===== src/rtl/register_file_mp_pkg.sv =====
// Shared types for the multi-port integer register file: data width,
// register address type, write-control bundle, clear-FSM states and the
// write-port priority helper used by every bank.
package rf_pkg;

   localparam int XLEN          = 32;
   localparam int NUM_REGS      = 32;
   localparam int REG_AW        = $clog2(NUM_REGS);
   localparam int RF_MAX_WPORTS = 2;

   typedef logic [REG_AW-1:0] rv_reg_t;

   typedef struct packed {
      logic            enable;
      rv_reg_t         which_register;
      logic [XLEN-1:0] value;
   } reg_write_control_t;

   typedef enum logic {
      RF_CLEAR = 1'b0,
      RF_RUN   = 1'b1
   } rf_state_t;

   // Result of the write-port priority search: did any port write the
   // target register, and which port won.
   typedef struct packed {
      logic hit;
      logic idx;
   } rf_fwd_t;

   // Higher-numbered ports override lower ones, matching the order in which
   // the storage array applies its writes. Writes to x0 never hit.
   function automatic rf_fwd_t rf_fwd_select(
      input logic    [RF_MAX_WPORTS-1:0] en,
      input rv_reg_t [RF_MAX_WPORTS-1:0] regs,
      input rv_reg_t                     target
   );
      rf_fwd_t r;
      r = '0;
      for (int p = 0; p < RF_MAX_WPORTS; p++) begin
         if (en[p] && (regs[p] == target) && (target != '0)) begin
            r.hit = 1'b1;
            r.idx = 1'(p);
         end
      end
      return r;
   endfunction

endpackage


===== src/rtl/register_file_mp_if.sv =====
// Register-file bus: read addresses and write controls in, read data and
// ready out.
// Handshake: there is no valid/ready pair per transaction. rs is sampled on
// every rising edge and its data appears one cycle later; write_control is
// applied on the edge it is presented at, but only while ready is high.
// Anything presented while ready is low is dropped.
interface register_file_mp_if #(
   parameter int NUM_READ_PORTS  = 2,
   parameter int NUM_WRITE_PORTS = 1
) ();
   import rf_pkg::*;

   rv_reg_t            [NUM_READ_PORTS-1:0]  rs;
   reg_write_control_t [NUM_WRITE_PORTS-1:0] write_control;
   logic [NUM_READ_PORTS-1:0][XLEN-1:0]      rs_val;
   logic                                     ready;

   // Pipeline side: decode drives rs, writeback drives write_control.
   modport master (
      output rs,
      output write_control,
      input  rs_val,
      input  ready
   );

   // Register file side.
   modport slave (
      input  rs,
      input  write_control,
      output rs_val,
      output ready
   );

endinterface


===== src/rtl/register_file_mp_bank.sv =====
// One storage copy serving a single read port. Every bank sees every write
// port, so all copies stay identical. The read is registered (BRAM-style),
// and a write landing on the same edge as the read is forwarded so the
// reader sees the new value.
module register_file_mp_bank
   import rf_pkg::*;
#(
   parameter int NUM_REGS        = rf_pkg::NUM_REGS,
   parameter int NUM_WRITE_PORTS = 1
) (
   input  logic                                     clock,
   input  logic                                     reset,
   input  logic                                     run,
   input  rv_reg_t                                  rs,
   input  reg_write_control_t [NUM_WRITE_PORTS-1:0] wc,
   output logic [XLEN-1:0]                          rs_val
);

   logic [XLEN-1:0] mem [NUM_REGS];

   logic [XLEN-1:0] last_mem;
   rv_reg_t         last_rs;
   logic            last_run;
   logic            last_hit;
   logic [XLEN-1:0] last_val;

   logic    [RF_MAX_WPORTS-1:0]           w_en;
   rv_reg_t [RF_MAX_WPORTS-1:0]           w_reg;
   logic    [RF_MAX_WPORTS-1:0][XLEN-1:0] w_val;
   rf_fwd_t                               sel;

   // Pad the write ports to the fixed width the priority helper expects.
   always_comb begin
      w_en  = '0;
      w_reg = '0;
      w_val = '0;
      for (int p = 0; p < NUM_WRITE_PORTS; p++) begin
         w_en[p]  = wc[p].enable;
         w_reg[p] = wc[p].which_register;
         w_val[p] = wc[p].value;
      end
      sel = rf_fwd_select(w_en, w_reg, rs);
   end

   // Storage has no reset: the clear sweep zeroes it. The read captures the
   // pre-write contents; later ports overwrite earlier ones on conflict.
   always_ff @(posedge clock) begin
      for (int p = 0; p < NUM_WRITE_PORTS; p++) begin
         if (wc[p].enable && (wc[p].which_register != '0)) begin
            mem[wc[p].which_register] <= wc[p].value;
         end
      end
      last_mem <= mem[rs];
   end

   // Capture the read address and the winning same-edge write for forwarding.
   always_ff @(posedge clock) begin
      if (reset) begin
         last_rs  <= '0;
         last_run <= 1'b0;
         last_hit <= 1'b0;
         last_val <= '0;
      end else begin
         last_rs  <= rs;
         last_run <= run;
         last_hit <= sel.hit & run;
         last_val <= w_val[sel.idx];
      end
   end

   // x0, reads captured during the sweep and reset all read as zero.
   always_comb begin
      rs_val = '0;
      if (!reset && last_run && (last_rs != '0)) begin
         rs_val = last_hit ? last_val : last_mem;
      end
   end

endmodule


===== src/rtl/register_file_mp.sv =====
// Multi-port integer register file. After reset a hardware sweep writes
// zero into x1..x(NUM_REGS-1) of every bank; ready rises when it finishes
// and user writes are accepted from then on.
module register_file_mp
   import rf_pkg::*;
#(
   parameter int NUM_REGS        = rf_pkg::NUM_REGS,
   parameter int NUM_READ_PORTS  = 2,
   parameter int NUM_WRITE_PORTS = 1
) (
   input  logic                clock,
   input  logic                reset,
   register_file_mp_if.slave   rf,
   output rf_state_t           state_dbg
);

   localparam rv_reg_t LAST_PTR = rv_reg_t'(NUM_REGS - 1);

   rf_state_t state;
   rf_state_t state_next;
   rv_reg_t   clear_ptr;
   rv_reg_t   clear_ptr_next;
   logic      run;

   reg_write_control_t [NUM_WRITE_PORTS-1:0]      bank_wc;
   logic [NUM_READ_PORTS-1:0][XLEN-1:0]           rs_val_w;

   // Clear FSM state register; reset always restarts the sweep at x1.
   always_ff @(posedge clock) begin
      if (reset) begin
         state     <= RF_CLEAR;
         clear_ptr <= rv_reg_t'(1);
      end else begin
         state     <= state_next;
         clear_ptr <= clear_ptr_next;
      end
   end

   // Sweep one register per cycle; RUN is terminal until the next reset.
   always_comb begin
      state_next     = state;
      clear_ptr_next = clear_ptr;
      case (state)
         RF_CLEAR: begin
            clear_ptr_next = clear_ptr + rv_reg_t'(1);
            if (clear_ptr == LAST_PTR) begin
               state_next = RF_RUN;
            end
         end
         RF_RUN: begin
            state_next = RF_RUN;
         end
         default: begin
            state_next = RF_CLEAR;
         end
      endcase
   end

   assign run       = (state == RF_RUN) && !reset;
   assign rf.ready  = run;
   assign state_dbg = state;

   // Bank write ports: user writes in RUN, the zeroing sweep on port 0 in
   // CLEAR, nothing otherwise (so CLEAR-time user writes are discarded).
   always_comb begin
      bank_wc = '0;
      if (run) begin
         bank_wc = rf.write_control;
      end else if ((state == RF_CLEAR) && !reset) begin
         bank_wc[0].enable         = 1'b1;
         bank_wc[0].which_register = clear_ptr;
         bank_wc[0].value          = '0;
      end
   end

   for (genvar i = 0; i < NUM_READ_PORTS; i++) begin : gen_bank
      register_file_mp_bank #(
         .NUM_REGS        (NUM_REGS),
         .NUM_WRITE_PORTS (NUM_WRITE_PORTS)
      ) u_bank (
         .clock  (clock),
         .reset  (reset),
         .run    (run),
         .rs     (rf.rs[i]),
         .wc     (bank_wc),
         .rs_val (rs_val_w[i])
      );
   end

   assign rf.rs_val = rs_val_w;

`ifdef SIMULATION
   // Debug taps into bank 0's capture registers.
   rv_reg_t         dbg_bank0_last_rs;
   logic            dbg_bank0_last_hit;
   logic [XLEN-1:0] dbg_bank0_last_val;
   assign dbg_bank0_last_rs  = gen_bank[0].u_bank.last_rs;
   assign dbg_bank0_last_hit = gen_bank[0].u_bank.last_hit;
   assign dbg_bank0_last_val = gen_bank[0].u_bank.last_val;
`endif

endmodule


===== src/flat_wrapper.sv =====
// flat-port wrapper written by rule: the top's interface ports become plain ports
module register_file_mp_flat import rf_pkg::*;
#(
   parameter int NUM_REGS        = rf_pkg::NUM_REGS,
   parameter int NUM_READ_PORTS  = 2,
   parameter int NUM_WRITE_PORTS = 1
)
  (clock, reset, state_dbg, rf_rs, rf_write_control, rf_rs_val, rf_ready);
  register_file_mp_if #(.NUM_READ_PORTS(NUM_READ_PORTS), .NUM_WRITE_PORTS(NUM_WRITE_PORTS)) rf_i ();
  input  logic clock;
  input  logic reset;
  output rf_state_t state_dbg;
  input wire logic [$bits(rf_i.rs)-1:0] rf_rs;
  input wire logic [$bits(rf_i.write_control)-1:0] rf_write_control;
  output wire logic [$bits(rf_i.rs_val)-1:0] rf_rs_val;
  output wire logic [$bits(rf_i.ready)-1:0] rf_ready;
  assign rf_i.rs = rf_rs;
  assign rf_i.write_control = rf_write_control;
  assign rf_rs_val = rf_i.rs_val;
  assign rf_ready = rf_i.ready;
  register_file_mp #(.NUM_REGS(NUM_REGS), .NUM_READ_PORTS(NUM_READ_PORTS), .NUM_WRITE_PORTS(NUM_WRITE_PORTS)) u_core (.clock(clock), .reset(reset), .rf(rf_i), .state_dbg(state_dbg));
endmodule

===== config.mk =====
export PLATFORM = sky130hd
export DESIGN_NAME = register_file_mp_flat
export DESIGN_NICKNAME = d
export VERILOG_FILES = /design/src/rtl/register_file_mp_pkg.sv /design/src/rtl/register_file_mp_if.sv /design/src/rtl/register_file_mp_bank.sv /design/src/rtl/register_file_mp.sv /design/src/flat_wrapper.sv
export SDC_FILE = /design/constraint.sdc
export NUM_CORES = 1
export LEC_CHECK = 0
export CORE_MARGIN = 3
export CORE_UTILIZATION = 50
export DETAILED_ROUTE_END_ITERATION = 10
export PLACE_DENSITY = 0.69
export SYNTH_ARGS = -nofsm -noshare
export SYNTH_HDL_FRONTEND = slang
export SYNTH_SLANG_ARGS = --single-unit

===== constraint.sdc =====
create_clock -name clock -period 5.07 [get_ports clock]
set_input_delay 0.7605 -clock clock [delete_from_list [all_inputs] [get_ports clock]]
set_output_delay 0.7605 -clock clock [all_outputs]
set_load 0.03 [all_outputs]

==> results of run 1 <==
[placed cells by master (no fill, tap or decap), types with 5 or more instances in the layout]
cell,instances
clkinv_1,17
clkbuf_16,117
buf_4,107
a22o_1,32
or3_1,5
conb_1,32
mux4_2,386
nor2b_1,9
edfxtp_1,1024
clkbuf_1,31
a211oi_1,33
a22oi_1,127
and2_1,65
mux2i_1,323
a21oi_1,131
dfxtp_1,113
o21ai_0,5
clkbuf_8,15
o221ai_1,126
bufinv_16,11
nand2_1,9
nor4_2,23
nor2_1,77
buf_12,25
clkdlybuf4s50_1,108
clkinv_2,17
nor2_4,10
[power breakdown]
| group | switching [mW] | internal [mW] |
|---|---|---|
| sequential | 0.0670 | 10.2 |
| clock | 3.58 | 5.00 |
| combinational | 0.770 | 0.554 |
[sequential cells by signal (all words and copies together), names as in the netlist]
name / flops
u_core.gen_bank.u_bank.last_run: 1
u_core.state_dbg: 1
u_core.gen_bank.u_bank.last_rs: 10
u_core.gen_bank.u_bank.last_hit: 2
u_core.gen_bank.u_bank.last_val: 32
u_core.gen_bank.u_bank.last_mem: 64
u_core.clear_ptr: 5
u_core.gen_bank.u_bank.mem: 1024
[final cells by class]
cell class,count,area (sq um),area share (%)
Sequential cell,1139,33100,57.0
Multi-Input combinational cell,1441,16900,29.2
Clock buffer,162,3240,5.58
Timing Repair Buffer,246,2450,4.23
Tap cell,1357,1700,2.93
Clock inverter,55,582,1.00
Inverter,6,22.5,0.0388
[worst paths after layout]
check,to,startpoint
worst max-delay path,rf_rs_val[54],u_core.gen_bank[1].u_bank.last_hit$_SDFF_PP0_
worst min-delay path,u_core.clear_ptr[3]$_SDFFE_PP0N_,u_core.clear_ptr[3]$_SDFFE_PP0N_
worst max register to register,u_core.gen_bank[1].u_bank.mem[12][10]$_DFFE_PP_,u_core.state_dbg$_SDFF_PP0_
worst min register to register,u_core.clear_ptr[3]$_SDFFE_PP0N_,u_core.clear_ptr[3]$_SDFFE_PP0N_
[through the flow]
stage / cell area, sq um / setup TNS, ps / std cells / total power, mW / setup WS, ps
floorplan: 50900 / -91470 / 2820 / 11.3 / -159
global placement: 54200 / 0 / 4189 / 11.8 / 931
detailed placement: 54200 / 0 / 4189 / 11.8 / 971
CTS: 58000 / 0 / 4406 / 20.3 / 1190
global route: 58000 / 0 / 4406 / 20.7 / 1140
finish: 58000 / 0 / 4406 / 20.2 / 1250
[worst register-to-register path, stage by stage (launching register included)]
cell and delay, ps:
dfxtp_1 790, mux2i_1 440, or2_2 440, nand3_1 410, nor2_4 550, buf_12 340
[layer usage]
metal  routed length [um]  track usage, %
met1                57300            39.1
met2                71300            44.5
met3                16600            6.35
met4                 6200            11.2
met5                   18               0
[cell families (layout without fill, tap and decap cells)]
logic type      after synthesis  after routing  share of synthesized area (%)
buf+inv                     240            469                           2.35
other cells                   1             32                        0.00738
compound gates              463            463                           6.57
mux                         710            710                           23.5
fa+ha+maj                     2              2                         0.0493
xor+xnor                      5              5                         0.0862
simple gates                229            229                           2.36
flops                      1139           1139                           65.1
==> flow_summary.json, run 1 <==
{
  "worstPathArrival_ps": 3060,
  "cts_hold_buf": 0,
  "grtUsageTotal_pct": 28.4,
  "antenna_left": 0,
  "max_stage_delay_ps": 840,
  "fill_cells": 7421,
  "status": "complete, no violations",
  "leakage_nw": 17.8,
  "grt_antenna_before_repair": 2,
  "grt_pass1_vias": 31329,
  "cp-end-kind": "primary output",
  "max_slew_margin_pct": 3.20,
  "synth_top_area_share_pct": 60.5,
  "vdd_drop_max_uv": 294,
  "worst-slew-pin-transition_ps": 1450,
  "yosysMostFrequentCell": "edfxtp_1",
  "post-cts-setup-buffers": 0,
  "regToRegSetupSlack_ps": 1690,
  "wl_per_cell_um": 34.4,
  "h-tree-depth": 3,
  "finalClockSkew_ps": 21.3,
  "cp_num_cells": 4,
  "grt_max_degree": 115,
  "grt.overflow.total": 0,
  "powerDensity_nw_per_um2": 348,
  "port_buffers": 115,
  "cpLargestDelayFamily": "buffers and inverters",
  "areaGrowthSynthToFinish_pct": 14.1,
  "max_freq_mhz": 262,
  "clockBufferDepth": 3,
  "die_area_sq_um": 105000,
  "ys_types": 49,
  "cts_resized": 0,
  "critPathSlowestCell": "dfxtp_2",
  "synthCells": 2789,
  "cp_cell_sequence": "buf_4 -> mux2i_1 -> nor2_1 -> clkdlybuf4s50_1",
  "yosys_warnings": 0,
  "maxSlewViolCount": 0,
  "grt_pass1_wl_um": 218000,
  "route.vias.total": 30754,
  "yosysSeqAreaShare_pct": 65.1,
  "core_area_sq_um": 100000,
  "fin_nets": 3000,
  "synth_area_leaders": "edfxtp_1 (61%), mux4_2 (17%), mux2i_1 (6.4%), dfxtp_1 (4.5%), o221ai_1 (2.2%)",
  "synth_area_sq_um": 50800,
  "avgSynthCellArea_sq_um": 18.2,
  "yosys.area.top_type": "edfxtp_1",
  "fin_util_pct": 57.7,
  "ctsRootBufferMaster": "clkbuf_16",
  "async_flop_share_pct": 0,
  "drv_cap": 0,
  "die_h_um": 325,
  "cp_max_fo": 15,
  "timing.final.crit_share_pct": 75.4,
  "min_period_ps": 3820,
  "drc": 0,
  "criticalPathCategory": "flip-flop to primary output",
  "ys.flop_type": "edfxtp_1",
  "synth-edff-count": 1024,
  "routed_wl_um": 151000,
  "setup_viol_count_final": 0,
  "place.gp.congestion": 0.846,
  "ys_seq_elements": 1139,
  "die_x_um": 325,
  "clkTransAtPathRegs_ps": 60,
  "required_ps": 4310,
  "start_kind": "flip-flop",
  "drive_above_1_share_pct": 24.4,
  "start_util_pct": 50.6,
  "worstSkewPairLatency_ps": 700,
  "clkSinkCount": 1139,
  "ios": 116,
  "post-dp-hpwl_um": 86000,
  "rsz0062_at_grt": "false",
  "final-hold-violation-count": 0,
  "drt_pass1_iterations": 5,
  "hold_class": "flip-flop to flip-flop",
  "drt_iter0_drc": 4303,
  "worst-path-buf-inv": 2,
  "cts_tree": "yes",
  "antenna_cells": 0,
  "cts_made_buffers": 114,
  "synth_common_cells": "edfxtp_1 (1,024), mux4_2 (386), mux2i_1 (323)",
  "rows": 116,
  "via_per_inst": 6.98,
  "hold_depth": 2,
  "hold_slack_ps": 551,
  "r2r_cells": 5
}
Note: power is estimated with default switching activity, not from simulation.
==> run 2, diff against run 1 <==
==> constraint.sdc (replaced) <==
create_clock -name clock -period 3.5 [get_ports clock]
set_input_delay 0.525 -clock clock [delete_from_list [all_inputs] [get_ports clock]]
set_output_delay 0.525 -clock clock [all_outputs]
set_load 0.03 [all_outputs]
==> flow_summary.json, run 2 (same netlist as run 1, synthesis figures left out) <==
{
  "status": "complete, no violations",
  "cp_max_fo": 18,
  "ctsRootBufferMaster": "clkbuf_16",
  "final_cell_mix": "edfxtp_1 (1,024), mux4_2 (386), mux2i_1 (323)",
  "die_x_um": 325,
  "place_area_sq_um": 55400,
  "fin_area_sq_um": 59300,
  "h-tree-depth": 3,
  "place_worst_setup_slack_ps": 247,
  "start_kind": "primary input",
  "worstSkewPairLatency_ps": 720,
  "clkTransAtPathRegs_ps": 60,
  "post-dp-hpwl_um": 88400,
  "cts_tree": "yes",
  "min_period_ps": 3190,
  "fin_ws_ps": 307,
  "final-hold-violation-count": 0,
  "max_freq_mhz": 313,
  "wl_per_cell_um": 34.4,
  "vdd_drop_max_uv": 406,
  "drv_cap": 0,
  "ios": 116,
  "grt_pass1_vias": 31668,
  "cts_made_buffers": 113,
  "regToRegSetupSlack_ps": 530,
  "cts_hold_buf": 0,
  "drt_pass1_iterations": 8,
  "setup_viol_count_final": 0,
  "grt_antenna_before_repair": 2,
  "critical_path.most_common_cell": "buf_4",
  "drive_above_1_share_pct": 27.8,
  "start_util_pct": 50.6,
  "grt.overflow.total": 0,
  "drc": 0,
  "worst-slew-pin-transition_ps": 1120,
  "drt_iter0_drc": 4252,
  "areaGrowthSynthToFinish_pct": 16.8,
  "finalClockSkew_ps": 26.9,
  "route.vias.total": 30945,
  "clkSinkCount": 1139,
  "fill_cells": 7280,
  "cts_resized": 0,
  "cp-end-kind": "primary output",
  "leakage_nw": 18.4,
  "place.gp.congestion": 0.855,
  "rsz0062_at_grt": "false",
  "fin_nets": 3033,
  "required_ps": 2970,
  "hold_slack_ps": 390,
  "final_common_cell": "edfxtp_1",
  "antenna_left": 0,
  "largest_reg_flops": 1024,
  "hold_class": "primary input to flip-flop",
  "worstPathArrival_ps": 2670,
  "max_stage_delay_ps": 680,
  "rows": 116,
  "grt_pass1_wl_um": 220000,
  "port_buffers": 115,
  "max_slew_margin_pct": 25.5,
  "criticalPathCategory": "primary input to primary output",
  "post-cts-setup-buffers": 0,
  "via_per_inst": 6.97,
  "grt_max_degree": 70,
  "routed_wl_um": 153000,
  "grtUsageTotal_pct": 28.8,
  "cp_cell_sequence": "clkdlybuf4s50_1 -> buf_4 -> nor2b_1 -> o21ai_4 -> buf_4 -> nor2_1 -> buf_12",
  "powerDensity_nw_per_um2": 501,
  "timing.final.crit_share_pct": 91.2,
  "maxSlewViolCount": 0,
  "clockBufferDepth": 3,
  "die_area_sq_um": 105000,
  "core_area_sq_um": 100000,
  "die_h_um": 325,
  "critPathSlowestCell": "clkdlybuf4s50_1"
}
run 2: critical path: cells and delay by family:
family          cells  cell delay [ps]
compound gates      1              110
simple gates        2              600
buf+inv             4             1390
run 2: power breakdown:
part / internal [mW] / total (mW) / switching (mW)
Sequential: 14.8 / 14.9 / 0.0814
Clock: 7.48 / 12.8 / 5.33
Combinational: 0.842 / 2.01 / 1.17
run 2: path summary, 6_finish.rpt:
path	from	endpoint	cells past startpoint
worst min register to register	u_core.clear_ptr[3]$_SDFFE_PP0N_	u_core.clear_ptr[3]$_SDFFE_PP0N_	2
worst max-delay path	reset	rf_rs_val[16]	7
worst min-delay path	rf_write_control[29]	u_core.gen_bank[0].u_bank.last_val[29]$_SDFF_PP0_	2
worst max register to register	u_core.state_dbg$_SDFF_PP0_	u_core.gen_bank[1].u_bank.mem[14][20]$_DFFE_PP_	5
run 2: cell type report:
class / instances / area [sq um] / area share (%)
multi-input cells: 1441 / 17100 / 28.9
clock buffers: 141 / 3020 / 5.09
repair buffers: 280 / 3440 / 5.81
diodes: 2 / 5.00 / 0.00844
flip-flops and latches: 1139 / 33100 / 55.7
inverters: 6 / 22.5 / 0.0380
clock inverters: 75 / 906 / 1.53
well taps: 1357 / 1700 / 2.86
run 2: routing by layer:
| layer | global-route usage (%) | vias to the layer above | part of all wire, % |
|---|---|---|---|
| met4 | 11.5 | 2 | 4.1 |
| li1 | - | 12208 | - |
| met5 | 0 | - | 0.0072 |
| met1 | 38.6 | 16114 | 37 |
| met3 | 5.99 | 401 | 11 |
| met2 | 46.5 | 2220 | 48 |
run 2: through the flow:
stage / TNS, ps / instances / utilization [%] / power (mW)
2_1_floorplan: -229610 / 2820 / - / 16.4
3_3_place_gp: 0 / 4223 / 55.1 / 17.1
3_5_place_dp: 0 / 4223 / 55.1 / 17.2
4_1_cts: 0 / 4439 / 59.0 / 29.8
5_1_grt: 0 / 4439 / 59.0 / 30.5
6_report: 0 / 4441 / 59.0 / 29.7
